**src/rtl/ws_systolic_array_if.sv**
```systemverilog
// Weight-load, input-vector and result bus of ws_systolic_array.
// The master drives weights and vectors; the array is the slave.
interface ws_systolic_array_if #(
    parameter int ROWS   = 4,
    parameter int COLS   = 4,
    parameter int DATA_W = 8,
    parameter int ACC_W  = 32
);
    logic                   wt_valid;
    logic                   wt_ready;
    logic [COLS*DATA_W-1:0] wt_row;
    logic                   in_valid;
    logic                   in_ready;
    logic [ROWS*DATA_W-1:0] in_vec;
    logic                   out_valid;
    logic [COLS*ACC_W-1:0]  out_vec;
    logic                   busy;

    modport master (
        output wt_valid, wt_row, in_valid, in_vec,
        input  wt_ready, in_ready, out_valid, out_vec, busy
    );

    modport slave (
        input  wt_valid, wt_row, in_valid, in_vec,
        output wt_ready, in_ready, out_valid, out_vec, busy
    );
endinterface

```
**src/rtl/ws_systolic_array.sv**
```systemverilog
// ROWS x COLS weight-stationary systolic matrix-vector engine.
// Define SA_SIGNED_EN for two's-complement operands (default unsigned).
module ws_systolic_array #(
    parameter int ROWS   = 4,
    parameter int COLS   = 4,
    parameter int DATA_W = 8,
    parameter int ACC_W  = 32
) (
    input logic                clk,
    input logic                rst_n,
    ws_systolic_array_if.slave bus
);
    localparam int LAT    = ROWS + COLS;
    localparam int CNT_W  = $clog2(LAT + 1);
    localparam int BEAT_W = $clog2(ROWS);

    typedef enum logic [1:0] {IDLE, LOAD, RUN} state_t;

    state_t            state, state_nxt;
    logic [BEAT_W-1:0] beat, beat_nxt;
    logic [CNT_W-1:0]  inflight;
    logic              wt_ready, in_ready;
    logic              wt_fire, in_fire;
    logic [LAT-2:0]    vld;
    logic              out_valid;
    logic [COLS*ACC_W-1:0] out_vec;

    logic [DATA_W-1:0] w_q   [ROWS][COLS];
    logic [DATA_W-1:0] a_in  [ROWS][COLS];
    logic [ACC_W-1:0]  p_out [ROWS][COLS];
    logic [ACC_W-1:0]  res   [COLS];

    // Product widened to the accumulator; the low 2*DATA_W bits of the
    // product of extended operands are exact in both number systems.
    function automatic logic [ACC_W-1:0] mul(
        input logic [DATA_W-1:0] a,
        input logic [DATA_W-1:0] b
    );
        logic [2*DATA_W-1:0] p;
`ifdef SA_SIGNED_EN
        p = {{DATA_W{a[DATA_W-1]}}, a} * {{DATA_W{b[DATA_W-1]}}, b};
        return {{(ACC_W-2*DATA_W){p[2*DATA_W-1]}}, p};
`else
        p = {{DATA_W{1'b0}}, a} * {{DATA_W{1'b0}}, b};
        return {{(ACC_W-2*DATA_W){1'b0}}, p};
`endif
    endfunction

    assign wt_fire       = bus.wt_valid && wt_ready;
    assign in_fire       = bus.in_valid && in_ready;
    assign bus.wt_ready  = wt_ready;
    assign bus.in_ready  = in_ready;
    assign bus.out_valid = out_valid;
    assign bus.out_vec   = out_vec;
    assign bus.busy      = (inflight != '0);

    // Control state and weight beat counter
    always_ff @(posedge clk or negedge rst_n) begin
        if (!rst_n) begin
            state <= IDLE;
            beat  <= '0;
        end else begin
            state <= state_nxt;
            beat  <= beat_nxt;
        end
    end

    // Next state and handshake readiness; a weight beat beats a vector
    always_comb begin
        state_nxt = state;
        beat_nxt  = beat;
        wt_ready  = 1'b0;
        in_ready  = 1'b0;
        unique case (state)
            IDLE: begin
                wt_ready = 1'b1;
                if (bus.wt_valid) begin
                    state_nxt = LOAD;
                    beat_nxt  = BEAT_W'(1);
                end
            end
            LOAD: begin
                wt_ready = 1'b1;
                if (bus.wt_valid) begin
                    if (beat == BEAT_W'(ROWS - 1)) begin
                        state_nxt = RUN;
                        beat_nxt  = '0;
                    end else begin
                        beat_nxt = beat + BEAT_W'(1);
                    end
                end
            end
            RUN: begin
                wt_ready = (inflight == '0);
                in_ready = !bus.wt_valid;
                if (bus.wt_valid && inflight == '0) begin
                    state_nxt = LOAD;
                    beat_nxt  = BEAT_W'(1);
                end
            end
            default: begin
                state_nxt = IDLE;
                beat_nxt  = '0;
            end
        endcase
    end

    // Weight rows shift down one row per accepted beat
    always_ff @(posedge clk or negedge rst_n) begin
        if (!rst_n) begin
            for (int r = 0; r < ROWS; r++)
                for (int c = 0; c < COLS; c++)
                    w_q[r][c] <= '0;
        end else if (wt_fire) begin
            for (int c = 0; c < COLS; c++)
                w_q[0][c] <= bus.wt_row[c*DATA_W +: DATA_W];
            for (int r = 1; r < ROWS; r++)
                for (int c = 0; c < COLS; c++)
                    w_q[r][c] <= w_q[r-1][c];
        end
    end

    for (genvar r = 0; r < ROWS; r++) begin : g_skew
        logic [DATA_W-1:0] x;
        assign x = in_fire ? bus.in_vec[r*DATA_W +: DATA_W] : '0;
        if (r == 0) begin : g_direct
            assign a_in[r][0] = x;
        end else begin : g_dly
            logic [DATA_W-1:0] sk [r];
            // Delay row r by r cycles to meet the partial-sum wavefront
            always_ff @(posedge clk or negedge rst_n) begin
                if (!rst_n) begin
                    for (int k = 0; k < r; k++) sk[k] <= '0;
                end else begin
                    sk[0] <= x;
                    for (int k = 1; k < r; k++) sk[k] <= sk[k-1];
                end
            end
            assign a_in[r][0] = sk[r-1];
        end
    end

    for (genvar r = 0; r < ROWS; r++) begin : g_row
        for (genvar c = 0; c < COLS; c++) begin : g_pe
            logic [ACC_W-1:0] ps, ps_in;
            if (r == 0) begin : g_top
                assign ps_in = '0;
            end else begin : g_mid
                assign ps_in = p_out[r-1][c];
            end
            // Multiply-accumulate into the partial sum flowing down
            always_ff @(posedge clk or negedge rst_n) begin
                if (!rst_n) ps <= '0;
                else        ps <= ps_in + mul(a_in[r][c], w_q[r][c]);
            end
            assign p_out[r][c] = ps;
            if (c < COLS - 1) begin : g_fwd
                logic [DATA_W-1:0] d;
                // Pass the operand one column to the right
                always_ff @(posedge clk or negedge rst_n) begin
                    if (!rst_n) d <= '0;
                    else        d <= a_in[r][c];
                end
                assign a_in[r][c+1] = d;
            end
        end
    end

    for (genvar c = 0; c < COLS; c++) begin : g_dsk
        if (c == COLS - 1) begin : g_last
            assign res[c] = p_out[ROWS-1][c];
        end else begin : g_dly
            localparam int D = COLS - 1 - c;
            logic [ACC_W-1:0] ds [D];
            // Hold early columns until the last column catches up
            always_ff @(posedge clk or negedge rst_n) begin
                if (!rst_n) begin
                    for (int k = 0; k < D; k++) ds[k] <= '0;
                end else begin
                    ds[0] <= p_out[ROWS-1][c];
                    for (int k = 1; k < D; k++) ds[k] <= ds[k-1];
                end
            end
            assign res[c] = ds[D-1];
        end
    end

    // Valid bit follows each accepted vector through the fixed latency
    always_ff @(posedge clk or negedge rst_n) begin
        if (!rst_n) vld <= '0;
        else        vld <= {vld[LAT-3:0], in_fire};
    end

    // Capture aligned results; hold the last vector between pulses
    always_ff @(posedge clk or negedge rst_n) begin
        if (!rst_n) begin
            out_valid <= 1'b0;
            out_vec   <= '0;
        end else begin
            out_valid <= vld[LAT-2];
            if (vld[LAT-2])
                for (int c = 0; c < COLS; c++)
                    out_vec[c*ACC_W +: ACC_W] <= res[c];
        end
    end

    // Vectors accepted but not yet emitted
    always_ff @(posedge clk or negedge rst_n) begin
        if (!rst_n) begin
            inflight <= '0;
        end else begin
            case ({in_fire, out_valid})
                2'b10:   inflight <= inflight + CNT_W'(1);
                2'b01:   inflight <= inflight - CNT_W'(1);
                default: inflight <= inflight;
            endcase
        end
    end
endmodule

```
**src/flat_wrapper.sv**
```systemverilog
// flat-port wrapper written by rule: the top's interface ports become plain ports
module ws_systolic_array_flat 
#(
    parameter int ROWS   = 4,
    parameter int COLS   = 4,
    parameter int DATA_W = 8,
    parameter int ACC_W  = 32
)
  (clk, rst_n, bus_wt_valid, bus_wt_row, bus_in_valid, bus_in_vec, bus_wt_ready, bus_in_ready, bus_out_valid, bus_out_vec, bus_busy);
  ws_systolic_array_if #(.ROWS(ROWS), .COLS(COLS), .DATA_W(DATA_W), .ACC_W(ACC_W)) bus_i ();
  input logic clk;
  input logic rst_n;
  input wire logic [$bits(bus_i.wt_valid)-1:0] bus_wt_valid;
  input wire logic [$bits(bus_i.wt_row)-1:0] bus_wt_row;
  input wire logic [$bits(bus_i.in_valid)-1:0] bus_in_valid;
  input wire logic [$bits(bus_i.in_vec)-1:0] bus_in_vec;
  output wire logic [$bits(bus_i.wt_ready)-1:0] bus_wt_ready;
  output wire logic [$bits(bus_i.in_ready)-1:0] bus_in_ready;
  output wire logic [$bits(bus_i.out_valid)-1:0] bus_out_valid;
  output wire logic [$bits(bus_i.out_vec)-1:0] bus_out_vec;
  output wire logic [$bits(bus_i.busy)-1:0] bus_busy;
  assign bus_i.wt_valid = bus_wt_valid;
  assign bus_i.wt_row = bus_wt_row;
  assign bus_i.in_valid = bus_in_valid;
  assign bus_i.in_vec = bus_in_vec;
  assign bus_wt_ready = bus_i.wt_ready;
  assign bus_in_ready = bus_i.in_ready;
  assign bus_out_valid = bus_i.out_valid;
  assign bus_out_vec = bus_i.out_vec;
  assign bus_busy = bus_i.busy;
  ws_systolic_array #(.ROWS(ROWS), .COLS(COLS), .DATA_W(DATA_W), .ACC_W(ACC_W)) u_core (.clk(clk), .rst_n(rst_n), .bus(bus_i));
endmodule
```
**config.mk**
```make
export PLATFORM = sky130hd
export DESIGN_NAME = ws_systolic_array_flat
export DESIGN_NICKNAME = d
export VERILOG_FILES = /design/src/rtl/ws_systolic_array_if.sv /design/src/rtl/ws_systolic_array.sv /design/src/flat_wrapper.sv
export SDC_FILE = /design/constraint.sdc
export NUM_CORES = 2
export LEC_CHECK = 0
export ABC_AREA = 1
export ABC_CLOCK_PERIOD_IN_PS = 6460
export CORE_MARGIN = 2
export CORE_UTILIZATION = 55
export CTS_BUF_LIST = sky130_fd_sc_hd__clkbuf_8 sky130_fd_sc_hd__clkbuf_16
export CTS_CLUSTER_SIZE = 28
export DETAILED_ROUTE_END_ITERATION = 8
export HOLD_SLACK_MARGIN = 0.03
export PLACE_DENSITY = 0.72
export SYNTH_ARGS = -nofsm -noshare
export SYNTH_HDL_FRONTEND = slang
export SYNTH_SLANG_ARGS = --single-unit
```
**constraint.sdc**
```tcl
create_clock -name clk -period 6.46 [get_ports clk]
set_input_delay 1.615 -clock clk [delete_from_list [all_inputs] [get_ports clk]]
set_output_delay 1.615 -clock clk [all_outputs]
set_load 0.01 [all_outputs]
```
Word level (Yosys, flattened, before mapping) --
Index checks and enable logic that the tools add are counted.
Cells by class: reduce and logical (&&, ||, !) cells 11, bitwise operators 0, multipliers 16, div/mod/pow operators 0, $lt $le $gt $ge 0, mux-type cells 15, shift-type cells 0, add/subtract/negate cells 15, eq/ne operators 9
Operator list (count):
- adder 32 x 16 -> 32 bit | 8
- multiplier 8 x 8 -> 16 bit | 16
- adder 16 x 16 -> 17 bit | 4
- 2-to-1 mux 8 bit | 4
- 2-to-1 mux 2 bit | 6
- case mux 2 bit (3 select lines) | 2
- case mux 4 bit (2 select lines) | 1
- == test 2 bit, second input constant | 3
- adder 4 x 1 -> 4 bit, second input constant | 1
- == test 2 x 1 -> 1 bit, second input constant | 2
- zero test 4 bit | 1
- inequality test 2 x 1 -> 1 bit, second input constant | 2
- inequality test 2 bit, second input constant | 2
- AND reduction 4 bit | 1
- nonzero test 4 bit | 1
- subtractor 4 x 1 -> 4 bit, second input constant | 1
- logical AND 1 bit | 3
- AND reduction 3 bit | 1
- adder 2 x 1 -> 2 bit, second input constant | 1
- zero test 2 bit | 1
- case mux 1 bit (2 select lines) | 1
- nonzero test 2 bit | 1
- OR reduction 2 bit | 1
- zero test 1 bit | 1
- 2-to-1 mux 1 bit | 1
Word-level totals: logic and storage cells 128, bits of input ports 68, bits in latches 0, register bits after elaboration 1056, bits in writable memories 0, ROM bits 0, output and inout bits 132, memories 0

Logic depth before layout (Yosys ltp) --
depth in word-level cells 5, mapped depth 24, mapped depth without buffers 24

Least setup slack after synthesis --
Ideal clock, no wire load.
kind input -> register, start input bus_wt_valid, end register u_core.g_row[0].g_pe[0].ps[12], data required time 6.343 ns, path slack 0.797 ns, stages 21, data arrival time 5.546 ns, buffers on the path 1, cells stage by stage buf_2 > nor2_1 > nand2_1 > inv_2 > nand2_1 > inv_1 > nand2_1 > fa_1 > fa_1 > inv_1 > fa_1 > inv_1 > fa_1 > inv_1 > ha_1 > nand2_1 > a21oi_1 > o21ai_0 > nand3_1 > nand2_1 > nand2_1
RTL lines:
- start, declared | line flat_wrapper.sv:13 | input wire logic [$bits(bus_i.wt_valid)-1:0] bus_wt_valid;
- end signal, assigned | line ws_systolic_array.sv:154 | else ps <= ps_in + mul(a_in[r][c], w_q[r][c]);
- end, declared | line ws_systolic_array.sv:145 | logic [ACC_W-1:0] ps, ps_in;

==> run metrics <==
final hold vios 0; router iterations before antenna repair 5; register area share after synthesis 29.02%; Ys Warns 0; Synth area leaders dfrtp_1 (29%), fa_1 (22%), inv_1 (13%), nand2_1 (12%), ha_1 (12%); CTS Buf Count slightly below 90; max-cap violations 0; area leader, netlist dfrtp_1; Finished Layout Cells 9781; top-count cell post-synth inv_1; H-Tree Depth 3; die area around 120000 um^2; HP Class reg -> reg; Worst EP required about 7 ns; status completed; Core Box Area 120300 um^2; placer congestion estimate 0.8766; mean number of vias per cell 4.812; skew final 0.03213 ns; # diodes 0; I/O pin count 200; Syn Area/Cell 8.234 um^2; Mapped Area 66920 um^2; fraction of layout cells with a size suffix above 1 3.244%; crit-path max FO 9; Yosys cell types 29; initial antenna violation count 0; Worst Max-Slew Pin Slew 0.9697 ns; power per cell area 177.4 nW/um^2; setup_tns 0 ns; Hold Slack 0.3414 ns; final critical-path share of the clock period a little over four fifths; pin count of the biggest net entering global routing 157; IO buf count 151; WL/cell roughly 14 um; first-pass GRT wire length 238.4 mm; drt initial violations 2719; RSZ-0062 raised after global routing false; area delta synth->final 8.192%; CTS Hold Bufs 0; Clock Sinks 776; Site Rows 127; DP Worst Slack 0.3642 ns; Final HPWL DP 106.9 mm; Synth top area share 29.02%; worst setup slack after layout 1.063 ns; CTS tree done; worst vdd ir 0.1842 mV; antenna-violating nets left 0; DRC Markers 0; placed cell count 9618; Final setup viols 0; Chip Height ~350 um; CP Data Arrival Time 5.97 ns; Max clock buf depth 3; GRT overflow 0; Post-synth top cells inv_1 (2369), nand2_1 (2221), dfrtp_1 (776); vias 47070; max_slew headroom ~35%; async set-reset flop share out of synthesis 100.0%; Worst-Skew Late Latency ~0.7 ns; Pins Over Slew Limit 0; post-cts resize count 0; clk slew on worst S/H paths 0.06 ns; Starting Density 55.63%; crit path launch type input port; root buffer cell clkbuf_16; dominant synthesized flop cell dfrtp_1; Static Leak 44.86 nW; vias in the first global route 50060; critical path class in -> reg; DRT Wirelength 134.0 mm; Die X 352.8 um; Final min period 5.397 ns; post-CTS setup buffers 0; Seq cells post-synth 776; # nets final 9528; CP endpoint kind flip-flop; Tot GR Track Use 22.83%; f_max about 190 MHz; Post-Syn Instances about 8100; number of synthesized flops with an enable pin 0
stage by stage:
stage	total power, mW	utilization (%)	instance area [um^2]
after global routing	13.54	60.19	72400
after global placement	7.711	57.64	69330
final	12.84	60.19	72400
after floorplan	7.044	-	67090
after detailed placement	7.777	57.64	69330
after CTS	13.00	60.19	72400
area by class of cell:
class	instances	area [um^2]
Inverter	2372	8904
Clock buffer	103	2397
Tap cell	1612	2017
Multi-Input combinational cell	4686	37240
Timing Repair Buffer	172	1747
Clock inverter	60	665.6
Sequential cell	776	19420
Fill cell	10490	47890
placed cells by master, fill, tap and decap left out:
master           instances
nor2_1                 284
nand2_4                  1
o21ai_0                 20
buf_12                   6
clkbuf_8                16
clkinv_4                 6
bufinv_16                7
fa_1                   749
mux2_2                  80
or2_2                    8
clkbuf_16               87
inv_16                   1
nand2_1               2221
inv_2                    1
conb_1                  48
clkinv_2                16
dfrtp_4                  1
and2_1                   7
inv_6                    8
nor3_1                  24
o21ai_4                  1
clkinv_1                 2
buf_8                    1
nand3b_1                12
clkinv_16                5
xor2_1                  71
buf_4                   16
a21o_1                   8
a21oi_1                131
clkinvlp_4               3
nand3_1                300
ha_1                   616
inv_8                    1
o21bai_1                 9
xnor2_1                 48
dfrtp_1                775
clkdlybuf4s50_1        149
nand4_1                 48
inv_1                 2382
critical path, stage by stage:
cell     delay [ns]
buf_4          0.16
nor2_1         0.32
nand2_1        0.13
inv_2          0.14
nand2_1        0.23
inv_1          0.17
nand2_1        0.09
fa_1           0.53
fa_1           0.55
inv_1          0.05
fa_1           0.47
inv_1          0.05
fa_1           0.48
inv_1          0.04
ha_1           0.34
nand2_1        0.14
a21oi_1        0.07
o21ai_0        0.20
nand3_1        0.09
nand2_1        0.06
nand2_1        0.04
registers in the layout, indices dropped and copies added, names as in the netlist:
register,count
u_core.a_in,16
u_core.bus.out_valid,1
u_core.g_skew.g_dly.sk,32
u_core.inflight,4
u_core.g_dsk.g_dly.ds,120
u_core.bus.out_vec,80
u_core.w_q,128
u_core.vld,7
u_core.beat,2
u_core.g_row.g_pe.g_fwd.d,96
u_core.g_row.g_pe.ps,288
u_core.state,2
cells by family (layout without fill, tap and decap cells):
logic type | after synthesis | after routing | share of synthesized area, %
xor+xnor | 119 | 119 | 1.558
mux | 80 | 80 | 1.346
buf+inv | 2712 | 2707 | 15.60
fa+ha+maj | 1365 | 1365 | 33.93
other cells | 1 | 48 | 0.005604
compound gates | 169 | 169 | 1.333
simple gates | 2905 | 2905 | 17.21
flops | 776 | 776 | 29.02
worst paths after layout:
kind,start,to,slack (ns),depth (start not counted)
worst min register to register,u_core.g_row[3].g_pe[0].ps[6],u_core.g_dsk[0].g_dly.ds[70],0.34,0
min in group asynchronous,rst_n,u_core.g_row[3].g_pe[3].ps[14],0.96,1
worst max register to register,u_core.state[0],u_core.g_row[0].g_pe[0].ps[12],1.57,22
worst min-delay path,u_core.g_row[3].g_pe[0].ps[6],u_core.g_dsk[0].g_dly.ds[70],0.34,0
worst max-delay path,bus_wt_valid,u_core.g_row[0].g_pe[0].ps[12],1.06,21
max in group asynchronous,rst_n,u_core.bus.out_vec[13],4.18,2
power by group:
group / internal (mW) / switching, mW / total, mW
Combinational: 0.560 / 0.898 / 1.46
Sequential: 5.30 / 0.931 / 6.23
Clock: 2.98 / 2.17 / 5.15
layer usage:
layer	vias up	wire length, um	track usage (%)
met5	-	0	0
met4	0	2773	5.692
met3	193	6423	3.204
met2	874	64580	39.11
met1	22930	60270	30.68
li1	23070	-	-
Note: power is estimated with default switching activity, not from simulation.
